===== config.mk =====
export PLATFORM = sky130hd
export DESIGN_NAME = tlcd_receiver
export DESIGN_NICKNAME = d
export VERILOG_FILES = /design/src/rtl/tlcd_pkg.sv /design/src/rtl/tlcd_strobe_capture.sv /design/src/rtl/tlcd_receiver.sv
export SDC_FILE = /design/constraint.sdc
export NUM_CORES = 1
export LEC_CHECK = 0
export CAP_MARGIN = 20
export CORE_ASPECT_RATIO = 1.1
export CORE_MARGIN = 3
export CORE_UTILIZATION = 35
export CTS_CLUSTER_DIAMETER = 120
export CTS_CLUSTER_SIZE = 12
export DETAILED_ROUTE_END_ITERATION = 10
export MAX_ROUTING_LAYER = met4
export RECOVER_POWER = 50
export SLEW_MARGIN = 25
export SYNTH_ARGS = -nofsm -noshare
export SYNTH_HDL_FRONTEND = slang
export SYNTH_HIERARCHICAL = 1
export SYNTH_SLANG_ARGS = --single-unit

===== constraint.sdc =====
create_clock -name i_clk -period 37.1 [get_ports i_clk]
set_input_delay 5.565 -clock i_clk [delete_from_list [all_inputs] [get_ports i_clk]]
set_output_delay 5.565 -clock i_clk [all_outputs]
set_load 0.1 [all_outputs]

===== src/rtl/tlcd_pkg.sv =====
// Shared definitions for the Text LCD bus receiver: opcode masks, DDRAM bounds,
// character codes, FSM state type and the address-counter step rule.
// Pure definitions; no latency or backpressure of its own.
package tlcd_pkg;

    // Instruction masks; the highest set bit of the byte selects the instruction
    localparam logic [7:0] OP_CLR    = 8'h01;
    localparam logic [7:0] OP_HOME   = 8'h02;
    localparam logic [7:0] OP_ENTRY  = 8'h04;
    localparam logic [7:0] OP_DISP   = 8'h08;
    localparam logic [7:0] OP_SHIFT  = 8'h10;
    localparam logic [7:0] OP_FSET   = 8'h20;
    localparam logic [7:0] OP_SET_CG = 8'h40;
    localparam logic [7:0] OP_SET_DD = 8'h80;

    // DDRAM address map: line 0 is 0x00..0x27, line 1 is 0x40..0x67
    localparam logic [6:0] DD_L0_END = 7'h27;
    localparam logic [6:0] DD_L1_BEG = 7'h40;
    localparam logic [6:0] DD_L1_END = 7'h67;

    localparam int DD_CELLS = 80;
    localparam int LINE_LEN = 40;
    localparam int CG_CELLS = 64;

    localparam logic [7:0] BLANK_CHAR = 8'h20;

    // Custom glyph codes the font loader places in CGRAM
    localparam logic [7:0] GLYPH_0 = 8'h00;
    localparam logic [7:0] GLYPH_3 = 8'h03;
    localparam logic [7:0] GLYPH_4 = 8'h04;

    typedef enum logic {ST_IDLE, ST_CLEAR} state_t;

    // Next address counter value for a +1/-1 move in the current address space
    function automatic logic [6:0] ac_step(input logic [6:0] ac, input logic cg, input logic up);
        logic [6:0] nxt;
        if (cg)
            nxt = {1'b0, (up ? ac[5:0] + 6'd1 : ac[5:0] - 6'd1)};
        else if (up)
            nxt = (ac == DD_L0_END) ? DD_L1_BEG : (ac == DD_L1_END) ? 7'h00 : ac + 7'd1;
        else
            nxt = (ac == DD_L1_BEG) ? DD_L0_END : (ac == 7'h00) ? DD_L1_END : ac - 7'd1;
        return nxt;
    endfunction

    // True when a 7-bit DDRAM address points at a real cell
    function automatic logic dd_addr_ok(input logic [6:0] a);
        return (a <= DD_L0_END) || ((a >= DD_L1_BEG) && (a <= DD_L1_END));
    endfunction

endpackage


===== src/rtl/tlcd_strobe_capture.sv =====
// Holds RS/RW/DATA while E is high and flags the E falling edge.
// Latency: strobe is registered one cycle after the falling edge is sampled.
// No backpressure: every falling edge yields exactly one strobe.
module tlcd_strobe_capture
    import tlcd_pkg::*;
(
    input  logic       i_clk,
    input  logic       i_rst,
    input  logic       i_e,
    input  logic       i_rs,
    input  logic       i_rw,
    input  logic [7:0] i_data,
    output logic       o_strb,
    output logic       o_rs,
    output logic       o_rw,
    output logic [7:0] o_data
);

    logic       r_e_q;
    logic       r_strb;
    logic       r_rs;
    logic       r_rw;
    logic [7:0] r_data;

    // Track E, latch bus fields while E is high, register the falling-edge strobe
    always_ff @(posedge i_clk or posedge i_rst) begin
        if (i_rst) begin
            r_e_q  <= 1'b0;
            r_strb <= 1'b0;
            r_rs   <= 1'b0;
            r_rw   <= 1'b0;
            r_data <= 8'h00;
        end else begin
            r_e_q  <= i_e;
            r_strb <= r_e_q & ~i_e;
            if (i_e) begin
                r_rs   <= i_rs;
                r_rw   <= i_rw;
                r_data <= i_data;
            end
        end
    end

    assign o_strb = r_strb;
    assign o_rs   = r_rs;
    assign o_rw   = r_rw;
    assign o_data = r_data;

endmodule


===== src/rtl/tlcd_receiver.sv =====
// Text LCD bus receiver: decodes E strobes into a shadow DDRAM/CGRAM, address counter and flags.
// Latency: state and pulse update one cycle after the strobe; read port is one cycle.
// Strobes arriving during a clear sweep are dropped and flagged in the sticky overrun error.
module tlcd_receiver
    import tlcd_pkg::*;
(
    input  logic       i_clk,
    input  logic       i_rst,
    input  logic       i_tlcd_e,
    input  logic       i_tlcd_rs,
    input  logic       i_tlcd_rw,
    input  logic [7:0] i_tlcd_data,
    input  logic       i_rd_row,
    input  logic [5:0] i_rd_col,
    output logic [7:0] o_rd_char,
    output logic       o_busy,
    output logic [6:0] o_ac,
    output logic       o_ac_cg,
    output logic       o_disp_on,
    output logic       o_cursor_on,
    output logic       o_blink_on,
    output logic       o_inc,
    output logic       o_cmd_pulse,
    output logic       o_data_pulse,
    output logic       o_err_rw,
    output logic       o_err_addr,
    output logic       o_err_ovr
);

    logic       w_strb;
    logic       w_rs;
    logic       w_rw;
    logic [7:0] w_data;

    tlcd_strobe_capture u_cap (
        .i_clk  (i_clk),
        .i_rst  (i_rst),
        .i_e    (i_tlcd_e),
        .i_rs   (i_tlcd_rs),
        .i_rw   (i_tlcd_rw),
        .i_data (i_tlcd_data),
        .o_strb (w_strb),
        .o_rs   (w_rs),
        .o_rw   (w_rw),
        .o_data (w_data)
    );

    state_t     r_state;
    state_t     w_state_nxt;
    logic [6:0] r_clr_idx;
    logic [6:0] r_ac;
    logic       r_ac_cg;
    logic       r_inc;
    logic       r_disp_on;
    logic       r_cursor_on;
    logic       r_blink_on;
    logic       r_cmd_pulse;
    logic       r_data_pulse;
    logic       r_err_rw;
    logic       r_err_addr;
    logic       r_err_ovr;
    logic [7:0] r_rd_char;
    logic [7:0] r_ddram [DD_CELLS];
    logic [4:0] r_cgram [CG_CELLS];

    logic [6:0] w_ac_nxt;
    logic       w_ac_cg_nxt;
    logic       w_inc_nxt;
    logic       w_disp_nxt;
    logic       w_cursor_nxt;
    logic       w_blink_nxt;
    logic       w_addr_bad;
    logic       w_clr_start;

    // Only writes outside a sweep are acted on; reads (RW=1) are never supported
    logic w_busy;
    logic w_accept;
    logic w_cmd;
    logic w_wr;
    assign w_busy   = (r_state == ST_CLEAR);
    assign w_accept = w_strb & ~w_rw & ~w_busy;
    assign w_cmd    = w_accept & ~w_rs;
    assign w_wr     = w_accept &  w_rs;

    // Linear cell index for the AC (write side) and for the read port
    logic [6:0] w_dd_wr_idx;
    logic [6:0] w_rd_idx;
    assign w_dd_wr_idx = r_ac[6] ? 7'd40 + {1'b0, r_ac[5:0]} : {1'b0, r_ac[5:0]};
    assign w_rd_idx    = i_rd_row ? 7'd40 + {1'b0, i_rd_col} : {1'b0, i_rd_col};

    // FSM state register
    always_ff @(posedge i_clk or posedge i_rst) begin
        if (i_rst) r_state <= ST_IDLE;
        else       r_state <= w_state_nxt;
    end

    // Instruction decode, AC movement and sweep sequencing
    always_comb begin
        w_state_nxt  = r_state;
        w_ac_nxt     = r_ac;
        w_ac_cg_nxt  = r_ac_cg;
        w_inc_nxt    = r_inc;
        w_disp_nxt   = r_disp_on;
        w_cursor_nxt = r_cursor_on;
        w_blink_nxt  = r_blink_on;
        w_addr_bad   = 1'b0;
        w_clr_start  = 1'b0;
        unique case (r_state)
            ST_IDLE: begin
                if (w_cmd) begin
                    if (|(w_data & OP_SET_DD)) begin
                        if (dd_addr_ok(w_data[6:0])) begin
                            w_ac_nxt    = w_data[6:0];
                            w_ac_cg_nxt = 1'b0;
                        end else begin
                            w_addr_bad = 1'b1;
                        end
                    end else if (|(w_data & OP_SET_CG)) begin
                        w_ac_nxt    = {1'b0, w_data[5:0]};
                        w_ac_cg_nxt = 1'b1;
                    end else if (|(w_data & OP_FSET)) begin
                        // bus width / line count are fixed here
                    end else if (|(w_data & OP_SHIFT)) begin
                        // display shift is not modelled; only cursor moves act
                        if (!w_data[3]) w_ac_nxt = ac_step(r_ac, r_ac_cg, w_data[2]);
                    end else if (|(w_data & OP_DISP)) begin
                        w_disp_nxt   = w_data[2];
                        w_cursor_nxt = w_data[1];
                        w_blink_nxt  = w_data[0];
                    end else if (|(w_data & OP_ENTRY)) begin
                        // the entry shift bit has no visible effect, so it is not kept
                        w_inc_nxt = w_data[1];
                    end else if (|(w_data & OP_HOME)) begin
                        w_ac_nxt    = 7'h00;
                        w_ac_cg_nxt = 1'b0;
                    end else if (|(w_data & OP_CLR)) begin
                        w_ac_nxt    = 7'h00;
                        w_ac_cg_nxt = 1'b0;
                        w_inc_nxt   = 1'b1;
                        w_clr_start = 1'b1;
                        w_state_nxt = ST_CLEAR;
                    end
                end else if (w_wr) begin
                    w_ac_nxt = ac_step(r_ac, r_ac_cg, r_inc);
                end
            end
            ST_CLEAR: begin
                if (r_clr_idx == 7'(DD_CELLS - 1)) w_state_nxt = ST_IDLE;
            end
            default: w_state_nxt = ST_IDLE;
        endcase
    end

    // Control registers, pulses and sticky error flags
    always_ff @(posedge i_clk or posedge i_rst) begin
        if (i_rst) begin
            r_ac         <= 7'h00;
            r_ac_cg      <= 1'b0;
            r_inc        <= 1'b1;
            r_disp_on    <= 1'b0;
            r_cursor_on  <= 1'b0;
            r_blink_on   <= 1'b0;
            r_cmd_pulse  <= 1'b0;
            r_data_pulse <= 1'b0;
            r_err_rw     <= 1'b0;
            r_err_addr   <= 1'b0;
            r_err_ovr    <= 1'b0;
        end else begin
            r_ac         <= w_ac_nxt;
            r_ac_cg      <= w_ac_cg_nxt;
            r_inc        <= w_inc_nxt;
            r_disp_on    <= w_disp_nxt;
            r_cursor_on  <= w_cursor_nxt;
            r_blink_on   <= w_blink_nxt;
            r_cmd_pulse  <= w_cmd;
            r_data_pulse <= w_wr;
            r_err_rw     <= r_err_rw   | (w_strb & w_rw);
            r_err_addr   <= r_err_addr | w_addr_bad;
            r_err_ovr    <= r_err_ovr  | (w_strb & ~w_rw & w_busy);
        end
    end

    // Sweep cell pointer: restarts on each clear, advances once per busy cycle
    always_ff @(posedge i_clk or posedge i_rst) begin
        if (i_rst)            r_clr_idx <= 7'd0;
        else if (w_clr_start) r_clr_idx <= 7'd0;
        else if (w_busy)      r_clr_idx <= r_clr_idx + 7'd1;
    end

    // Shadow memories and registered read port (read returns pre-write contents)
    always_ff @(posedge i_clk or posedge i_rst) begin
        if (i_rst) begin
            for (int i = 0; i < DD_CELLS; i++) r_ddram[i] <= BLANK_CHAR;
            for (int i = 0; i < CG_CELLS; i++) r_cgram[i] <= 5'd0;
            r_rd_char <= BLANK_CHAR;
        end else begin
            if (w_busy)                r_ddram[r_clr_idx]   <= BLANK_CHAR;
            else if (w_wr && !r_ac_cg) r_ddram[w_dd_wr_idx] <= w_data;
            if (w_wr && r_ac_cg)       r_cgram[r_ac[5:0]]   <= w_data[4:0];
            r_rd_char <= (i_rd_col < 6'(LINE_LEN)) ? r_ddram[w_rd_idx] : BLANK_CHAR;
        end
    end

    assign o_rd_char    = r_rd_char;
    assign o_busy       = w_busy;
    assign o_ac         = r_ac;
    assign o_ac_cg      = r_ac_cg;
    assign o_disp_on    = r_disp_on;
    assign o_cursor_on  = r_cursor_on;
    assign o_blink_on   = r_blink_on;
    assign o_inc        = r_inc;
    assign o_cmd_pulse  = r_cmd_pulse;
    assign o_data_pulse = r_data_pulse;
    assign o_err_rw     = r_err_rw;
    assign o_err_addr   = r_err_addr;
    assign o_err_ovr    = r_err_ovr;

endmodule


==> results_dict.tcl, run 1 <==
set metrics [dict create \
    core_area_mm2 0.0883 \
    viasPerCell 6.32 \
    violations "capacitance limit, slew limit" \
    synth_seq_cells 685 \
    vias 22000 \
    criticalPathCategory "primary input to async pin" \
    io_buffers 45 \
    die-area_mm2 0.0930 \
    drcViolationCount 0 \
    hold_ws_ns 0.459 \
    nNetsFinal 2303 \
    fmax_mhz 84.1 \
    start_kind "primary input" \
    start_util 0.354 \
    area_growth_pct 10.3 \
    synth_cells 2271 \
    tns_ns 0 \
    outcome "complete, but fails checks" \
    required_ns 37.75 \
    critPathMaxFanout 143 \
    setup_viol 0 \
    rows 114 \
    crit_buf_inv 6 \
    p_per_area_mw_per_mm2 47.8 \
    synth_common_cells "603 x dfrtp_1, 561 x a22o_1, 169 x mux4_2, 96 x clkbuf_1, 94 x inv_1" \
    grt_overflow_total 0 \
    synth-main-ff-cell "dfrtp_1" \
    path_cells "dlygate4sd3_1 > clkinvlp_2 > buf_4 > buf_6 > buf_6 > buf_6" \
    cts_made_buffers 67 \
    synth.distinct_cells 70 \
    finClkSkew_ns 0.0239 \
    drive_above_1_share 0.188 \
    cts_setup_buffers 0 \
    slowest_stage "clkinvlp_2" \
    path_clk_slew_ns 0.06 \
    worstMarginPinSlew_ns 6.26 \
    yosysMostFrequentCell "dfrtp_1" \
    antenna_found_initial 2 \
    ant_nets 0 \
    synth.area.top_cells "dfrtp_1 48%, a22o_1 16%, mux4_2 12%" \
    synth_top_area_cell "dfrtp_1" \
    postCtsHoldBufs 0 \
    ys_seq_area_frac 0.551 \
    cts_tree "done" \
    cp.arrival_ns 12.54 \
    yosysTopAreaCellShare 0.482 \
    r2r-start "u_cap/o_data[1]" \
    ioPinCount 46 \
    ir_drop_uv 29.2 \
    cp_common_cell "buf_6" \
    hold_class "register to register" \
    rsz0062_at_grt "no" \
    yosysWarnings 6 \
    hold_start "o_err_rw" \
    die_x_um 291 \
    cp-end-kind "async pin" \
    htree_levels 3 \
    critPathTopFamily "buffers and inverters" \
    period_share 0.320 \
    period_minus_slack_ns 11.89 \
    slowest_delay_ns 3.44 \
    clock_sinks 685 \
    grt_pass1_wl_um 148000 \
    async_flop_share 1.00 \
    cp-startpoint "i_rst" \
    synthesis.area_mm2 0.0313 \
    synth_nets 2298 \
    cts_resized 0 \
    clock_path_buffers 3 \
    grt_max_degree 144 \
    place_hpwl_um 60500 \
    synth-edff-count 0 \
    root_buffer "clkbuf_16" \
    slew_viol_final 243 \
    die_h_um 320 \
    drtIter0Drc 2223 \
    routed_wl_um 97000 \
    track_usage 0.211 \
    drv_cap 4 \
    clk_latency_ns 0.61 \
    grt_pass1_vias 22500 \
    drt_pass1_iterations 5 \
    wire_per_inst_um 27.8 \
    synth_area_per_cell_um2 13.8 \
    gp_congestion 0.882 \
    p_leak_nw 15.2 \
    relSlewSlack -3.19 \
    finalHoldViolCount 0 \
]
sequential cells by signal (all words and copies together), names as in the netlist, 7 cells and up:
signal,count
r_ddram,640
u_cap/o_data,8
o_rd_char,8
r_clr_idx,7
o_ac,7
area by class of cell:
cell class | count | area [um^2]
well taps | 1160 | 1450
clock inverters | 2 | 20.0
flip-flops and latches | 685 | 17300
repair buffers | 83 | 749
multi-input cells | 1342 | 12700
clock buffers | 114 | 1940
fillers | 8149 | 53800
diodes | 1 | 2.50
inverters | 97 | 365
where the power goes:
group          switching, mW  total, mW  leakage [nW]  internal [mW]
clock network          0.292      0.647         0.936          0.355
registers             0.0348      0.806          9.21          0.771
logic                  0.139      0.197          5.08         0.0580
worst paths after layout:
| path | slack [ns] | cells past startpoint | end |
|---|---|---|---|
| min | 0.46 | 1 | o_err_rw |
| max in group i_clk | 28.74 | 7 | o_rd_char[2] |
| min reg2reg | 0.46 | 1 | o_err_rw |
| max | 25.21 | 6 | r_ddram[182] |
| max reg2reg | 31.80 | 7 | o_ac[3] |
| min in group asynchronous | 5.45 | 2 | u_cap/o_data[0] |
kinds of logic (layout without fill, tap and decap cells):
group           after synthesis  count (layout)  synth area share
compound gates              840             840             0.217
flops                       685             685             0.551
simple gates                244             244            0.0477
buf+inv                     244             296            0.0320
mux                         241             241             0.147
xor+xnor                     10              10           0.00280
fa+ha+maj                     7               7           0.00280
other cells                   0               1                 0
cell usage in the layout, fill, tap and decap left out, types with 5 or more instances in the layout:
cell type,netlist,layout
a22o_1,561,561
nand4_1,5,5
o211ai_1,10,10
buf_4,8,33
nor3_1,13,10
clkbuf_16,0,71
buf_2,38,7
nor2b_1,5,5
dfrtp_1,603,597
clkdlybuf4s50_1,0,32
clkbuf_1,96,44
nor2_1,39,116
mux2i_1,40,39
a21oi_1,81,87
xor2_1,6,5
o221ai_1,8,8
nand2_2,8,6
mux2_2,22,22
a32oi_1,4,6
dfrtp_4,0,6
a22oi_1,83,84
o21ai_0,32,33
mux4_2,169,169
o22ai_1,24,24
dfstp_2,82,82
nand2_1,28,30
ha_1,7,7
nand2b_1,23,23
inv_1,94,93
o21a_1,7,7
buf_6,1,6
nand3_1,16,17
mux2_4,10,10
through the flow:
stage	util	power, mW	worst slack, ns	instances	area [um^2]
after detailed placement	0.373	1.02	26.23	3365	32900
after CTS	0.395	1.67	26.85	3481	34900
after global routing	0.391	1.71	24.05	3484	34500
final	0.391	1.65	25.21	3484	34500
after global placement	0.373	1.02	26.42	3365	32900
after floorplan	-	0.958	12.81	2271	31300
metal layers:
layer,up-vias,GRT usage,wire length [um],share of wire
met2,1039,0.328,46000,0.47
met4,0,0.0744,3770,0.039
met5,-,-,0,0
met1,11800,0.283,40800,0.42
li1,8948,-,-,-
met3,242,0.0342,6460,0.067
No activity file was read; power rests on OpenSTA's default activity.
==> run 2, diff against run 1 <==
Clock period 37.1 ns to 12 ns, I/O delays scaled along.
==> results_dict.tcl, run 2 (synthesis results as in run 1) <==
set metrics [dict create \
    cp.arrival_ns 6.81 \
    antenna_found_initial 1 \
    worstMarginPinSlew_ns 3.06 \
    cp-end-kind "async pin" \
    required_ns 12.60 \
    critPathMaxFanout 176 \
    p_per_area_mw_per_mm2 148 \
    outcome "complete, but fails checks" \
    drv_cap 3 \
    largest_reg_flops 640 \
    period_share 0.517 \
    pre_cts_slack_ns 6.63 \
    fmax_mhz 161 \
    root_buffer "clkbuf_16" \
    largest_register "r_ddram" \
    p_leak_nw 15.2 \
    io_buffers 45 \
    ir_drop_uv 100 \
    violations "capacitance limit, slew limit" \
    tns_ns 0 \
    fin_ws_ns 5.80 \
    criticalPathCategory "primary input to async pin" \
    htree_levels 3 \
    die_x_um 291 \
    hold_class "register to register" \
    final_area_mm2 0.0345 \
    grt_pass1_vias 22500 \
    area_growth_pct 10.4 \
    dr_wl_met3_um 7660 \
    core_area_mm2 0.0883 \
    ant_nets 0 \
    drcViolationCount 0 \
    clk_latency_ns 0.63 \
    wl_met2_um 45500 \
    cts_resized 0 \
    grt_max_degree 185 \
    grt_overflow_total 0 \
    slew_viol_final 82 \
    setup_viol 0 \
    finClkSkew_ns 0.0339 \
    nNetsFinal 2298 \
    period_minus_slack_ns 6.20 \
    nFillCells 8131 \
    clock_sinks 685 \
    top_layer "met4" \
    placed_area_mm2 0.0329 \
    cts_made_buffers 67 \
    rows 114 \
    drive_above_1_share 0.192 \
    path_clk_slew_ns 0.06 \
    finalHoldViolCount 0 \
    fin_util 0.391 \
    track_usage 0.213 \
    gp_congestion 0.884 \
    vias 22000 \
    cts_tree "done" \
    m1WireLength_um 40100 \
    rsz0062_at_grt "no" \
    start_util 0.354 \
    clock_path_buffers 3 \
    place_hpwl_um 61000 \
    viasPerCell 6.30 \
    die-area_mm2 0.0930 \
    stdcell_count 3483 \
    grt_pass1_wl_um 149000 \
    start_kind "primary input" \
    ioPinCount 46 \
    relSlewSlack -1.04 \
    final_cell_mix "596 x dfrtp_1, 561 x a22o_1, 169 x mux4_2" \
    cts_setup_buffers 0 \
    postCtsHoldBufs 0 \
    dp.cells 3361 \
    drt_pass1_iterations 5 \
    final_common_cell "dfrtp_1" \
    wire_per_inst_um 28.0 \
    drtIter0Drc 2209 \
    routed_wl_um 97600 \
    die_h_um 320 \
]
-- run 2: path summary, 6_finish.rpt --
check	from	to	slack, ns	depth (start not counted)
max	i_rst	r_ddram[176]	5.80	5
min	r_ddram[13]	r_ddram[13]	0.47	2
max reg2reg	o_ac[3]	r_ddram[470]	7.36	8
min reg2reg	r_ddram[13]	r_ddram[13]	0.47	2
max in group i_clk	o_ac[3]	r_ddram[470]	7.36	8
min in group asynchronous	i_rst	u_cap/o_data[3]	1.67	2
-- run 2: worst max-delay path: stages --
cell and delay, ns:
dlygate4sd3_1 0.56, clkinvlp_2 0.70, clkbuf_1 2.21, buf_16 0.52
buf_12 0.70
-- run 2: per-layer routing --
metal / track usage / vias up
li1: - / 8940
met1: 0.282 / 11700
met2: 0.324 / 1104
met3: 0.0378 / 227
met4: 0.0916 / 0
met5: - / -
-- run 2: final cells by class --
cell class	count	area, um^2	area share
inverters	97	365	0.0106
clock buffers	114	1900	0.0549
well taps	1160	1450	0.0420
multi-input cells	1342	12800	0.370
flip-flops and latches	685	17300	0.500
repair buffers	78	716	0.0207
diodes	1	2.50	0.0000724
clock inverters	6	70.1	0.00203
-- run 2: per-stage QoR --
stage	hold WS [ns]	power, mW
3_3_place_gp	0.456	3.16
5_1_grt	0.480	5.28
3_5_place_dp	0.459	3.17
4_1_cts	0.471	5.17
6_report	0.467	5.11
2_1_floorplan	0.448	2.96
-- run 2: report_power, final --
| group | internal (mW) | switching (mW) | total (mW) |
|---|---|---|---|
| sequential | 2.38 | 0.103 | 2.49 |
| combinational | 0.172 | 0.440 | 0.612 |
| clock | 1.08 | 0.927 | 2.01 |
==> run 3, diff against run 2 <==
Clock period 12 ns to 5.4 ns, I/O delays scaled along.
==> results_dict.tcl, run 3 (synthesis results as in run 1) <==
set metrics [dict create \
    start_kind "primary input" \
    io_buffers 45 \
    required_ns 5.64 \
    area_growth_pct 11.6 \
    critPathMaxFanout 91 \
    hold_class "register to register" \
    start_util 0.354 \
    postCtsHoldBufs 0 \
    grt_overflow_total 0 \
    rows 114 \
    cts_tree "done" \
    clock_path_buffers 3 \
    cp.arrival_ns 4.21 \
    antenna_found_initial 0 \
    path_clk_slew_ns 0.06 \
    final_cell_mix "596 x dfrtp_1, 561 x a22o_1, 169 x mux4_2" \
    p_per_area_mw_per_mm2 327 \
    fin_ws_ns 1.43 \
    cts_setup_buffers 0 \
    die-area_mm2 0.0930 \
    die_x_um 291 \
    pre_cts_slack_ns 1.62 \
    clk_latency_ns 0.61 \
    final_common_cell "dfrtp_1" \
    routed_wl_um 98500 \
    wire_per_inst_um 28.2 \
    die_h_um 320 \
    drt_pass1_iterations 6 \
    largest_register "r_ddram" \
    period_minus_slack_ns 3.97 \
    tns_ns 0 \
    drive_above_1_share 0.225 \
    largest_reg_flops 640 \
    ir_drop_uv 191 \
    nNetsFinal 2306 \
    htree_levels 3 \
    drv_cap 5 \
    antenna-diode-count 0 \
    p_leak_nw 15.2 \
    grt_pass1_vias 22100 \
    gp_congestion 0.888 \
    setup_viol 0 \
    vias 21900 \
    nFillCells 8040 \
    track_usage 0.214 \
    slew_viol_final 392 \
    viasPerCell 6.27 \
    grt_max_degree 153 \
    criticalPathCategory "primary input to async pin" \
    clock_sinks 685 \
    power_mw 11.4 \
    rsz0062_at_grt "no" \
    ioPinCount 46 \
    worstMarginPinSlew_ns 2.26 \
    cp-startpoint "i_rst" \
    grt_pass1_wl_um 149000 \
    period_share 0.735 \
    cts_made_buffers 67 \
    outcome "complete, but fails checks" \
    drcViolationCount 0 \
    violations "capacitance limit, slew limit" \
    relSlewSlack -0.505 \
    ant_nets 0 \
    r2r-start "o_ac[3]" \
    finClkSkew_ns 0.0234 \
    fmax_mhz 252 \
    cts_resized 0 \
    core_area_mm2 0.0883 \
    cp-end-kind "async pin" \
    hold_start "r_ddram[373]" \
    drtIter0Drc 2577 \
    root_buffer "clkbuf_16" \
    place_hpwl_um 63400 \
    finalHoldViolCount 0 \
]
run 3: cell count changes in the layout (fill, tap and decap cells not counted), moves of 3 or more:
cell and change:
buf_4 +4, nor2_4 +18, a21oi_2 +5, clkbuf_2 +3
nor2_1 -54, nor2_2 +36, a21oi_1 -5
run 3: path summary, 6_finish.rpt:
check	slack (ns)	to	cells after the start
hold reg to reg	0.47	r_ddram[373]	2
setup reg to reg	1.63	r_ddram[367]	8
min in group asynchronous	0.71	u_cap/o_data[0]	2
setup / recovery	1.43	r_ddram[384]	3
max in group i_clk	1.63	r_ddram[367]	8
hold / removal	0.47	r_ddram[373]	2
run 3: critical path, cell delays in order:
cell	delay [ns]
dlygate4sd3_1	0.57
clkinvlp_2	0.99
clkbuf_2	1.74
run 3: metrics by stage:
stage / hold WS [ns] / cell area, um^2 / instances / utilization
floorplan: 0.448 / 31300 / 2271 / -
global placement: 0.456 / 33000 / 3367 / 0.374
detailed placement: 0.459 / 33000 / 3369 / 0.374
CTS: 0.470 / 35000 / 3490 / 0.397
global route: 0.481 / 34900 / 3491 / 0.396
finish: 0.467 / 34900 / 3491 / 0.396
run 3: area by class of cell:
class                           instances  area [um^2]  share of cell area
Tap cell                             1160         1450              0.0416
Inverter                               97          365              0.0105
Timing Repair Buffer                   86          785              0.0225
Sequential cell                       685        17300               0.494
Multi-Input combinational cell       1342        13100               0.375
Clock buffer                          119         1960              0.0560
Clock inverter                          2         20.0            0.000573
run 3: routing by layer:
layer	global-route usage	up-vias	routed length (um)	share of wire
met2	0.325	1027	45800	0.46
met3	0.0456	237	7780	0.079
li1	-	8966	-	-
met1	0.276	11700	40200	0.41
met4	0.0970	0	4800	0.049
met5	-	-	0	0
run 3: where the power goes:
part | total (mW) | leakage, nW | switching, mW | internal, mW
Sequential | 5.51 | 9.21 | 0.212 | 5.30
Clock | 4.48 | 0.942 | 2.02 | 2.45
Combinational | 1.44 | 5.10 | 1.04 | 0.401
Total | 11.4 | 15.2 | 3.27 | 8.15
